### src/rtl/mem_port_arbiter.sv
// mem_port_arbiter
//   Shares one single-ported unified memory between the fetch unit (if_*) and
//   the load/store unit (d_*). A request seen in IDLE is captured, presented on
//   mem_* until mem_ready, then acknowledged to its owner for one cycle with
//   registered read data. Data wins ties by default.
//
//   Optional build macro: ARB_STARVE_GUARD_EN
//     When defined, a run counter limits consecutive data grants made while
//     fetch is waiting to MAX_DATA_RUN; after that, fetch is granted once.
//
// Ports
//   clk, rst          clock, synchronous active-low reset
//   if_req/if_addr    fetch request (held until if_ack)
//   if_ack/if_rdata   fetch completion pulse + fetched word
//   d_req/d_we/d_be/d_addr/d_wdata   data request (held until d_ack)
//   d_ack/d_rdata     data completion pulse + load data
//   mem_req/mem_we/mem_be/mem_addr/mem_wdata   memory access (from captured regs)
//   mem_rdata/mem_ready                        memory response
//   stall             combinational: a requester is still waiting
module mem_port_arbiter #(
  parameter int AW           = 32,
  parameter int DW           = 32,
  parameter int MAX_DATA_RUN = 4
) (
  input  logic              clk,
  input  logic              rst,
  input  logic              if_req,
  input  logic [AW-1:0]     if_addr,
  output logic              if_ack,
  output logic [DW-1:0]     if_rdata,
  input  logic              d_req,
  input  logic              d_we,
  input  logic [DW/8-1:0]   d_be,
  input  logic [AW-1:0]     d_addr,
  input  logic [DW-1:0]     d_wdata,
  output logic              d_ack,
  output logic [DW-1:0]     d_rdata,
  output logic              mem_req,
  output logic              mem_we,
  output logic [DW/8-1:0]   mem_be,
  output logic [AW-1:0]     mem_addr,
  output logic [DW-1:0]     mem_wdata,
  input  logic [DW-1:0]     mem_rdata,
  input  logic              mem_ready,
  output logic              stall
);

  localparam int BW = DW / 8;

  typedef enum logic [1:0] {IDLE, GNT_IF, GNT_D, RESP} state_t;

  state_t          state, state_nxt;
  logic            grant_d, grant_if;
  logic            guard_trip;
  logic            owner_d;
  logic            cap_we;
  logic [BW-1:0]   cap_be;
  logic [AW-1:0]   cap_addr;
  logic [DW-1:0]   cap_wdata;

  // Memory side is driven only from the capture registers so the requester
  // ports may change freely once the access has been granted.
  assign mem_req   = (state == GNT_IF) || (state == GNT_D);
  assign mem_we    = mem_req & cap_we;
  assign mem_be    = cap_be;
  assign mem_addr  = cap_addr;
  assign mem_wdata = cap_wdata;

  assign if_ack = (state == RESP) && !owner_d;
  assign d_ack  = (state == RESP) &&  owner_d;
  assign stall  = (if_req & ~if_ack) | (d_req & ~d_ack);

`ifdef ARB_STARVE_GUARD_EN
  localparam int CW = $clog2(MAX_DATA_RUN + 1);

  // Counts data grants made back-to-back while fetch was waiting.
  logic [CW-1:0] run_cnt;

  assign guard_trip = if_req && (run_cnt == CW'(MAX_DATA_RUN));

  always_ff @(posedge clk) begin
    if (!rst)                              run_cnt <= '0;
    else if (grant_if || (grant_d && !if_req)) run_cnt <= '0;
    else if (grant_d)                      run_cnt <= run_cnt + 1'b1;
  end
`else
  assign guard_trip = 1'b0;
  logic unused_run_cfg;
  assign unused_run_cfg = (MAX_DATA_RUN > 0);
`endif

  always_comb begin
    state_nxt = state;
    grant_d   = 1'b0;
    grant_if  = 1'b0;
    case (state)
      IDLE: begin
        if (d_req && !guard_trip) begin
          grant_d   = 1'b1;
          state_nxt = GNT_D;
        end else if (if_req) begin
          grant_if  = 1'b1;
          state_nxt = GNT_IF;
        end
      end
      GNT_IF, GNT_D: if (mem_ready) state_nxt = RESP;
      RESP:          state_nxt = IDLE;
      default:       state_nxt = IDLE;
    endcase
  end

  always_ff @(posedge clk) begin
    if (!rst) begin
      state     <= IDLE;
      owner_d   <= 1'b0;
      cap_we    <= 1'b0;
      cap_be    <= '0;
      cap_addr  <= '0;
      cap_wdata <= '0;
      if_rdata  <= '0;
      d_rdata   <= '0;
    end else begin
      state <= state_nxt;
      if (grant_d) begin
        cap_we    <= d_we;
        cap_be    <= d_be;
        cap_addr  <= d_addr;
        cap_wdata <= d_wdata;
      end else if (grant_if) begin
        // Fetch is always a full-word read; wdata keeps its stale value.
        cap_we   <= 1'b0;
        cap_be   <= '1;
        cap_addr <= if_addr;
      end
      if (mem_req && mem_ready) begin
        owner_d <= (state == GNT_D);
        if (state == GNT_D) d_rdata  <= mem_rdata;
        else                if_rdata <= mem_rdata;
      end
    end
  end

endmodule

### config.mk
export PLATFORM = sky130hd
export DESIGN_NAME = mem_port_arbiter
export DESIGN_NICKNAME = d
export VERILOG_FILES = /design/src/rtl/mem_port_arbiter.sv
export SDC_FILE = /design/constraint.sdc
export NUM_CORES = 1
export LEC_CHECK = 0
export ABC_AREA = 1
export CORE_AREA = 3 3 139 141
export DETAILED_ROUTE_END_ITERATION = 10
export DIE_AREA = 0 0 142 144
export GPL_ROUTABILITY_DRIVEN = 0
export PLACE_DENSITY = 0.69
export RECOVER_POWER = 25
export SYNTH_ARGS = -nofsm -noshare
export SYNTH_HDL_FRONTEND = slang
export SYNTH_SLANG_ARGS = --single-unit
### constraint.sdc
create_clock -name clk -period 1.6 [get_ports clk]
set_input_delay 0.4 -clock clk [delete_from_list [all_inputs] [get_ports clk]]
set_output_delay 0.4 -clock clk [all_outputs]
set_load 0.1 [all_outputs]
After elaboration in Yosys (flattened, before gate mapping)
Index checks and enable logic that the tools add are counted.
Widths: inputs -> output; s select.

word-level totals
  output and inout bits = 137
  bits in registers = 136
  word-level logic and storage cells = 46

operators by class
  bitwise gates (word level) = 7
  equal/unequal tests = 5
  multiplexer cells = 15
  reductions and logical operators = 11

operators with widths
  kind                number
  $mux 32             2
  $mux 4              2
  $mux 1              7
  $mux 2              3
  $pmux 2 s3          1
  $reduce_and 2->1    3
  $eq 2x2->1 const B  2
  $and 1x1->1         3
  $logic_and 1x1->1   3
  $ne 3x3->1 const B  1
  $not 1->1           3
  $eq 2x1->1 const B  1
  $logic_not 2->1     1
  $ne 2x2->1 const B  1
  $reduce_bool 2->1   1
  $reduce_or 2->1     1
  $logic_not 1->1     1
  $logic_or 1x1->1    1
  $or 1x1->1          1

Logic depth before layout (Yosys ltp)
Gate-level depths: netlist (run 1).

  depth in word-level cells = 5
  mapped depth = 10
  mapped depth without buffers = 8

Worst setup path before layout (run 1)
OpenSTA, ideal clock, no wires.

  path kind = register to output
  start point = register state[0]
  end point = output stall
  data required time = 1.200 ns
  path buffers = 0
  setup slack = -1.995 ns
  stages on the path, launching flop included = 5
  arrival time = 3.195 ns
  cells stage by stage = dfxtp_1 ha_1 nand2_1 inv_1 o21ai_0

on the way
  longest elaborated chain between the ends = 5

ends and longest elaborated chain
  what                      RTL line  source
  start: declaration        52        state_t state, state_nxt;
  start signal: assignment  123       state <= state_nxt;
  $eq 2x2->1                70        assign d_ack = (state == RESP) && owner_d;
  $logic_and 1x1->1         70
  named net d_ack           36        output logic d_ack,
  $not 1->1                 71        assign stall = (if_req & ~if_ack) | (d_req & ~d_ack);
  $and 1x1->1               71
  $or 1x1->1                71
  end: declaration          45        output logic stall

The timed path passes the listed nets, and every way through them passes these cells.

Worst setup path in the final report (run 1)
  start point = register state[1]
  end point = output mem_we

on the way
  longest elaborated chain between the ends = 3

ends and longest elaborated chain
  what                                             RTL line  source
  $eq 2x1->1 / $eq 2x2->1 (equally long branches)  63        assign mem_req = (state == GNT_IF) || (state == GNT_D);
  $logic_or 1x1->1 *                               63
  $and 1x1->1 *                                    64        assign mem_we = mem_req & cap_we;
  end: declaration                                 39        output logic mem_we,

Mark *: on every way between the ends. The rest lies on a longest branch, timed or not.

==> results by stage, run 1 <==
Status:
- The flow ran to the end, but the final reports show violations.
- The checks that failed: setup timing.

Timing:
- The top achievable clock speed is 556 MHz.
- The measured slew at the worst slew-check pin is 499 ps.
- Setup repair after global routing could not meet its margin everywhere.
- The worst pin sits at a relative slew slack of 66.7%.
- Across all setup checks in the final design, the least slack found is -199 ps.
- The hold violation total from the final report is 0.
- The number of setup violations in the final report is 70.
- Across the routed clock network, the largest skew measured is approximately 12 ps.
- The post-route clock period utilization is 112%.
- The total negative setup slack is -6790 ps.
- The count of final max-slew check failures was 0.
- Final hold analysis gives a worst-case slack of 382 ps.
- The post-route minimum period is 1800 ps.

Global route:
- The number of global-route vias before repair is 5767.
- The wire length of the first global-routing pass is slightly above 30000 microns.
- The number of antenna violations at the first check in global routing is 0.
- Entering global routing, the biggest net connects 50 pins.
- The total congestion overflow is 0.
- The global-route usage over all layers is a little under a fifth.

Clocking:
- Counting along the longest clock path gives a buffer depth of 2.
- The total clock sinks is between 100 and 150.
- The clock-pin transition on the worst setup and hold timing paths is ~70 ps.
- The cts-stage hold buffer count is 0.
- The clock tree root driver cell is sky130_fd_sc_hd__clkbuf_16.
- The clock reaches the later pin of the worst-skew pair after 420 ps.
- The H-tree level count is 4.
- TritonCTS built the clock tree.
- In this run, CTS created clock tree buffers numbering 17.

Setup path:
- Of all nets on the critical path, the largest fanout is 3.
- For the worst setup path, the data arrival time is roughly 1400 ps.
- STA classifies the critical path endpoint as a primary output.
- In this run the worst setup path terminates at mem_we.
- The startpoint of the most critical register-to-register path is state[1].
- The logic depth of the worst register-to-register path is 10.
- The startpoint of the most critical setup path is state[1].
- The worst setup path is of the flop to primary output kind.
- The endpoint of the most critical register-to-register path is d_rdata[22].
- The register-to-register path setup slack is -160 ps.
- At the worst endpoint, the required time is 1200 ps.
- STA classifies the critical path startpoint as a flop.

Power and ir drop:
- The clock network power share is 14.4%.
- The total net switching power is 13400 uW.
- The largest voltage drop on the vdd net is between 1 and 1.5 mV.
- In this run, the combinational gates consume 65.2% of the power.
- The total power divided by cell area is 2340 nW/um^2.
- The leakage component of the power is 0.00491 uW.
- Net switching is roughly half of the power.
- The internal portion of the total power is 13400 uW.
- The sequential share of power is 20.4%.

Detailed routing:
- Dividing the detail-routed wire length by the instance count gives 16.4 microns.
- The detailed router placed between 6000 and 7000 vias in this run.
- The initial detailed-routing violation count is 233.
- The final wirelength is 21300 microns.
- After detailed routing, the number of remaining DRC violations is 0.
- The number of nets with antenna violations after detailed routing is 0.
- For this run, the detailed router's first-pass iteration total came to 4.
- The ratio of routed vias to standard cells is about 4.7.

Min path:
- The worst min-delay path category is input port to flop.

Synth:
- Counting flops and latches in the post-synthesis netlist gives between 100 and 150.
- The share of the yosys chip area belonging to registers is 50.0%.
- The synthesized design spends more area on one cell type than any other, namely sky130_fd_sc_hd__dfxtp_1.
- In the post-synthesis netlist, the biggest area contributors are sky130_fd_sc_hd__dfxtp_1 (50%), sky130_fd_sc_hd__nor2_1 (19%), sky130_fd_sc_hd__nand2_1 (9.6%), sky130_fd_sc_hd__o21ai_0 (9.1%), sky130_fd_sc_hd__nand3b_1 (4.4%).
- The post-synthesis instance area is 5450 sq um.
- Synthesis produced a netlist with a net count of 905.
- During synthesis, Yosys emitted a total of 0 warnings.
- Each instance of the synthesized netlist takes up on average around 7.1 sq um.
- Synthesis produced a netlist whose cell count is 763.
- The distinct cell type count after synthesis is 18.
- After synthesis, the largest area contributor takes up 50.0% of total cell area.

Floorplanning:
- For this configuration, the core starts out at a cell density of a little under a third.
- The die is 142 microns wide.
- During I/O placement, the number of pins put on the boundary was around 280.
- The die covers 20400 sq um.
- The core area is ~18000 sq um.
- After floorplanning, the core was divided into 49 placement rows.
- Measured along the y axis, the die boundary spans 144 microns.

Final layout:
- The number of standard cells in the final layout excluding fillers is 1302.
- The final net count is 1204.
- The share of cells above drive strength 1 is 29.9%.
- The synthesis-to-finish area growth is 110%.
- The library cell used most frequently in the layout, excluding fill and tap cells, is sky130_fd_sc_hd__nor2_1.
- Leaving out fill and tap cells, the most frequent cells in the layout are sky130_fd_sc_hd__nor2_1 (214), sky130_fd_sc_hd__buf_12 (153), sky130_fd_sc_hd__nand2_1 (138).
- The number of diodes is 0.

Placed design:
- Detailed placement ended at an HPWL of 14400 microns.
- Once placement completed, the tool counted placed cells totaling approximately 1200.
- The number of input and output port buffers inserted is 274.

Flow run:
- The tool flagged a number of max-cap violations equal to 0.
## critical path: stages (launching register included)
cell                         delay [ps]
sky130_fd_sc_hd__dfxtp_4            380
sky130_fd_sc_hd__inv_4               40
sky130_fd_sc_hd__ha_4               280
sky130_fd_sc_hd__nand2_4             50
sky130_fd_sc_hd__clkinvlp_4          70
sky130_fd_sc_hd__buf_12             160
## cell type report
cell class              instances  area (sq um)
inverters                      18          93.8
repair buffers                330          4950
flip-flops and latches        136          2730
well taps                     229           287
multi-input cells             559          2800
fillers                      1461          6650
clock inverters                13           145
clock buffers                  17           425
## layer usage
metal	part of all wire (%)	GRT usage (%)	wire length, microns	vias up
li1	-	-	-	3006
met1	38	21.4	8180	2785
met2	49	32.3	10400	237
met3	10	8.56	2190	37
met4	2.5	6.16	531	0
met5	0	0	0	-
## cells by family (layout without fill, tap and decap cells)
group           after synthesis  count (layout)  synth area share, %
simple gates                449             449                 33.7
buf+inv                      68             378                 5.69
compound gates              106             106                 9.74
fa+ha+maj                     4               4                0.919
flops                       136             136                 50.0
## synth_stat cells
cell type and instances:
sky130_fd_sc_hd__nand2_1 140, sky130_fd_sc_hd__ha_1 4, sky130_fd_sc_hd__buf_6 2, sky130_fd_sc_hd__nand2_2 3
sky130_fd_sc_hd__nor2_1 270, sky130_fd_sc_hd__clkbuf_1 20, sky130_fd_sc_hd__a21oi_1 2, sky130_fd_sc_hd__o21ai_0 99
sky130_fd_sc_hd__buf_4 2, sky130_fd_sc_hd__buf_2 26, sky130_fd_sc_hd__nand3_1 1, sky130_fd_sc_hd__dfxtp_1 136
sky130_fd_sc_hd__o21ai_1 5, sky130_fd_sc_hd__inv_1 15, sky130_fd_sc_hd__nand3_2 1, sky130_fd_sc_hd__inv_2 3
sky130_fd_sc_hd__nand3b_1 32, sky130_fd_sc_hd__nor2_4 2
## sequential cells by signal, summed over array words and instances (netlist names)
register / cells
mem_be: 4
d_rdata: 32
mem_wdata: 32
if_rdata: 32
owner_d: 1
mem_addr: 32
state: 2
cap_we: 1
## how the worst min path moves through the flow
stage / from / endpoint / slack (ps) / cells after the start
final: rst / if_rdata[2] / 380 / 3
after global routing: rst / if_rdata[2] / 390 / 3
after CTS: rst / if_rdata[1] / 380 / 3
after detailed placement: cap_we / cap_we / 510 / 2
after global placement: cap_we / cap_we / 500 / 2
after floorplan: cap_we / cap_we / 490 / 2
## power by group through the flow
stage | registers, uW | logic (uW) | clock network [uW]
detailed placement | 5440 | 15800 | 0
floorplan | 11600 | 3350 | 0
global route | 5580 | 18200 | 4110
finish | 5450 | 17500 | 3860
CTS | 5430 | 16600 | 3950
global placement | 5400 | 15700 | 0
## per-stage QoR
step	util (%)	cell area (sq um)	setup WS, ps	total power [uW]
global route	63.2	11400	-250	27900
global placement	55.4	10000	-215	21100
CTS	60.0	10900	-244	26000
detailed placement	55.4	10000	-226	21200
floorplan	-	5510	-456	15000
finish	63.2	11400	-199	26800
## timing repair
| item | 4_1_cts | 5_1_grt |
|---|---|---|
| pin swaps | 8 | 20 |
| buffers inserted | 9 | 5 |
| setup endpoints to repair | 9 | 71 |
| gates cloned | 3 | 8 |
| hold endpoints to repair | 0 | 0 |
| resized for setup | 41 | 119 |
Note: power is estimated with default switching activity, not from simulation.
==> run 2, diff against run 1 <==
--- a/config.mk
+++ b/config.mk
@@ -6,11 +6,12 @@
 export NUM_CORES = 1
 export LEC_CHECK = 0
 export ABC_AREA = 1
-export CORE_AREA = 3 3 139 141
+export CORE_AREA = 3 3 117 119
 export DETAILED_ROUTE_END_ITERATION = 10
-export DIE_AREA = 0 0 142 144
+export DIE_AREA = 0 0 120 122
 export GPL_ROUTABILITY_DRIVEN = 0
-export PLACE_DENSITY = 0.69
+export GPL_TIMING_DRIVEN = 0
+export PLACE_DENSITY = 0.91
 export RECOVER_POWER = 25
 export SYNTH_ARGS = -nofsm -noshare
 export SYNTH_HDL_FRONTEND = slang
==> constraint.sdc (replaced) <==
create_clock -name clk -period 2.25 [get_ports clk]
set_input_delay 0.5625 -clock clk [delete_from_list [all_inputs] [get_ports clk]]
set_output_delay 0.5625 -clock clk [all_outputs]
set_load 0.1 [all_outputs]
==> run 2 against run 1 <==
The run now ends clean; cell count shrank 4.9%; utilization grew 6.5 points; global-route usage grew 6.3 points; clock power shrank 26%; clock skew grew 0.87 ps; non-clock buffer count shrank 7; hold slack gained 96 ps; critical path depth shrank 4; critical endpoint is now mem_addr[3]; largest cell class unchanged.
==> results by stage, run 2 (synthesis gave the netlist of run 1 again) <==
Global route:
- The total congestion overflow was 0 (unchanged).
- The number of antenna violations at the first check in global routing is 0 (unchanged).
- The met3 capacity usage during global routing was 11.1% (+2.5 points).
- The met2 track utilization from global routing is 45.2% (+13 points).
- The number of global-route vias before repair came to 5677 (-1.6%).
- The met1 track demand over resource in global routing was 26.1% (+4.7 points).
- The largest net degree at the start of global routing is 17 (-66%).
- The global-route usage over all layers is 25.3% (+6.3 points).
- The most congested layer reported by global routing is met2.
- The wire length of the first global-routing pass is 29400 microns (-3.5%).

Timing:
- The tightest slew margin relative to the limit is 32.7% (-34 points).
- The final critical-path setup slack was 42.2 ps (+241 ps).
- The hold violation total from the final report is 0 (unchanged).
- Setup repair after global routing left no endpoint under its margin.
- The measured slew at the worst slew-check pin came to 1010 ps (+514 ps).
- The top achievable clock speed is 453 MHz.
- The count of final max-slew check failures is 0 (unchanged).
- The clock tree skew after final layout is 12.7 ps (+0.867 ps).
- The number of setup violations in the final report is 0 (-100%).
- The total negative setup slack came to 0 ps (+6790 ps).
- The final critical path takes up 98.1% of the cycle.
- After layout, the minimum clock period comes to around 2200 ps.

Detailed routing:
- The number of nets with antenna violations after detailed routing is 0 (unchanged).
- The detailed-router iteration count before antenna repair is 5 (+1).
- The initial detailed-routing violation count is 331 (+42%).
- The ratio of routed vias to standard cells was 4.82 (+3.5%).
- The final wirelength is 19000 microns (-11%).
- The detailed-route via count is 5969 (-1.6%).
- The total DRC errors in the routed layout is 0 (unchanged).
- The average routed wire per standard cell was 15.4 microns (-6.1%).

Placed design:
- The post-placement worst setup slack was -815 ps (-589 ps).
- The post-DP HPWL is 14300 microns (-0.57%).
- The number of input and output port buffers inserted is 273 (-0.36%).

Final layout:
- The share of cells above drive strength 1 is 6.47% (-23 points).
- The share of the core filled with cells is 69.7% (+6.5 points).
- The library cell used most frequently in the layout, excluding fill and tap cells, is sky130_fd_sc_hd__nor2_1.
- From synthesis to final layout, the design area changed by 62.1%.
- The number of fill cells is 1035 (-29%).
- The top cell types in the final layout, fill and taps aside, are sky130_fd_sc_hd__nor2_1 (270), sky130_fd_sc_hd__nand2_1 (142), sky130_fd_sc_hd__dfxtp_1 (136), sky130_fd_sc_hd__clkdlybuf4s50_1 (136), sky130_fd_sc_hd__dlygate4sd2_1 (123).
- The number of diodes is 0 (unchanged).
- The area of the multi-input gates came to 2420 sq um (-14%).
- The flip-flop and latch area is 2720 sq um (-0.32%).
- The final net count is 1197 (-0.58%).

Setup path:
- The worst register-to-register path ends at mem_addr[21].
- Among cell families on the critical path, the largest total delay comes from buffers and inverters.
- The critical path depth in cells is 1 (-4).
- The kind of launch point of the worst setup path is a flop.
- The critical path buffer and inverter count was 1 (-2).
- The critical-path maximum fanout is 2 (-1).
- The register-to-register path setup slack is 190 ps (+350 ps).
- The startpoint of the most critical register-to-register path is state[1].
- The logic depth of the worst register-to-register path is 9 (-1).
- The nature of the critical path endpoint is a primary output.
- The data arrival time of the critical path is 1650 ps (+250 ps).
- The type of the worst setup path is flop to primary output.
- The required time of the worst setup path was 1690 ps (+490 ps).
- The delay contributed by the slowest stage of the critical path is 880 ps (+500 ps).
- The slowest stage of the critical path is the sky130_fd_sc_hd__dlygate4sd2_1 cell.
- Traced cell by cell, the critical path runs through dlygate4sd2_1.

Floorplanning:
- The area of the die was 14600 sq um (-28%).
- The count of boundary I/O pins is 275 (unchanged).
- The core area is 12700 sq um (-30%).
- The die outline width is 120 microns (-15%).
- The number of standard-cell rows in the floorplan is 41 (-16%).
- The height of the die is 122 microns (-15%).
- The effective utilization at floorplan was 43.0% (+13 points).

Min path:
- The worst hold path belongs to the class flop to flop.
- In this run the most critical hold path is launched from mem_wdata[31].
- The hold path endpoint is mem_wdata[31].
- The hold path depth is 2 (-1).

Clocking:
- The maximum buffer depth of the clock tree was 2 (unchanged).
- The latest clock arrival within the worst-skew pair came to 420 ps (about the same).
- The cell sitting at the root of the clock tree is a sky130_fd_sc_hd__clkbuf_16.
- The CTS tree is yes.
- The total clock sinks is 136 (unchanged).
- The cts-stage hold buffer count is 0 (unchanged).
- The H-tree level count is 4 (unchanged).
- The clock buffer count from CTS is 17 (unchanged).
- The clock-pin transition on the worst setup and hold timing paths is 60 ps (about the same).

Power and ir drop:
- The largest voltage drop on the vdd net is 0.911 mV (-30%).
- The sum of internal, switching and leakage power is 15200 uW (-43%).
- The total power divided by cell area is 1720 nW/um^2 (-27%).
- The leakage component of the power is 0.00442 uW (-10%).

Status:
- The run finished with clean final reports.

Flow run:
- The number of maximum-capacitance violations was 0 (unchanged).
-- run 2: cell types whose count changed in the layout (fill, tap and decap cells not counted), moves of 8 or more --
cell	previous run	this run
sky130_fd_sc_hd__buf_12	153	1
sky130_fd_sc_hd__dlygate4sd2_1	0	123
sky130_fd_sc_hd__nor2_1	214	270
sky130_fd_sc_hd__nor2_2	32	1
sky130_fd_sc_hd__clkbuf_1	0	27
sky130_fd_sc_hd__nor2_4	26	1
sky130_fd_sc_hd__buf_2	1	23
sky130_fd_sc_hd__buf_4	21	3
sky130_fd_sc_hd__o21ai_0	82	97
sky130_fd_sc_hd__o21ai_2	15	0
sky130_fd_sc_hd__clkdlybuf4s15_1	0	8
-- run 2: routing by layer --
layer	part of all wire, %	vias up
met5	0	-
met4	2.8	0
met3	10	44
met2	49	235
met1	38	2716
li1	-	2974
-- run 2: timing repair --
| action | in CTS | in global routing |
|---|---|---|
| setup endpoints to repair | 137 | 12 |
| buffers inserted | 0 | 0 |
| resized for setup | 159 | 15 |
-- run 2: worst max-delay path by stage --
stage / from / to / slack [ps]
3_3_place_gp: d_req / stall / -810
2_1_floorplan: state[0] / stall / 30
6_report: mem_addr[3] / mem_addr[3] / 40
4_1_cts: state[1] / mem_we / -10
5_1_grt: mem_be[0] / mem_be[0] / 4
3_5_place_dp: d_req / stall / -810
-- run 2: final cells by class --
class | count | area share (%)
multi-input cells | 559 | 27.4
well taps | 172 | 2.44
flip-flops and latches | 136 | 30.8
clock inverters | 10 | 1.64
plain buffers | 50 | 2.63
repair buffers | 273 | 29.1
inverters | 18 | 0.807
clock buffers | 20 | 5.17
-- run 2: stage by stage --
| stage | hold slack [ps] | area [sq um] | cells |
|---|---|---|---|
| finish | 478 | 8830 | 1238 |
| global route | 509 | 8830 | 1238 |
| CTS | 476 | 8840 | 1238 |
| detailed placement | 469 | 8420 | 1208 |
| global placement | 461 | 8420 | 1208 |
| floorplan | 458 | 5470 | 763 |
-- run 2: power breakdown --
group / internal (uW) / switching (uW) / total (uW)
clock: 1800 / 1040 / 2840
combinational: 1740 / 7180 / 8920
sequential: 3120 / 317 / 3440
==> run 3, diff against run 2 <==
--- a/config.mk
+++ b/config.mk
@@ -13,6 +13,7 @@
 export GPL_TIMING_DRIVEN = 0
 export PLACE_DENSITY = 0.91
 export RECOVER_POWER = 25
+export SLEW_MARGIN = 20
 export SYNTH_ARGS = -nofsm -noshare
 export SYNTH_HDL_FRONTEND = slang
 export SYNTH_SLANG_ARGS = --single-unit
==> results of run 3 <==
No change in the layout: final DEF, timing and power equal those of run 2.
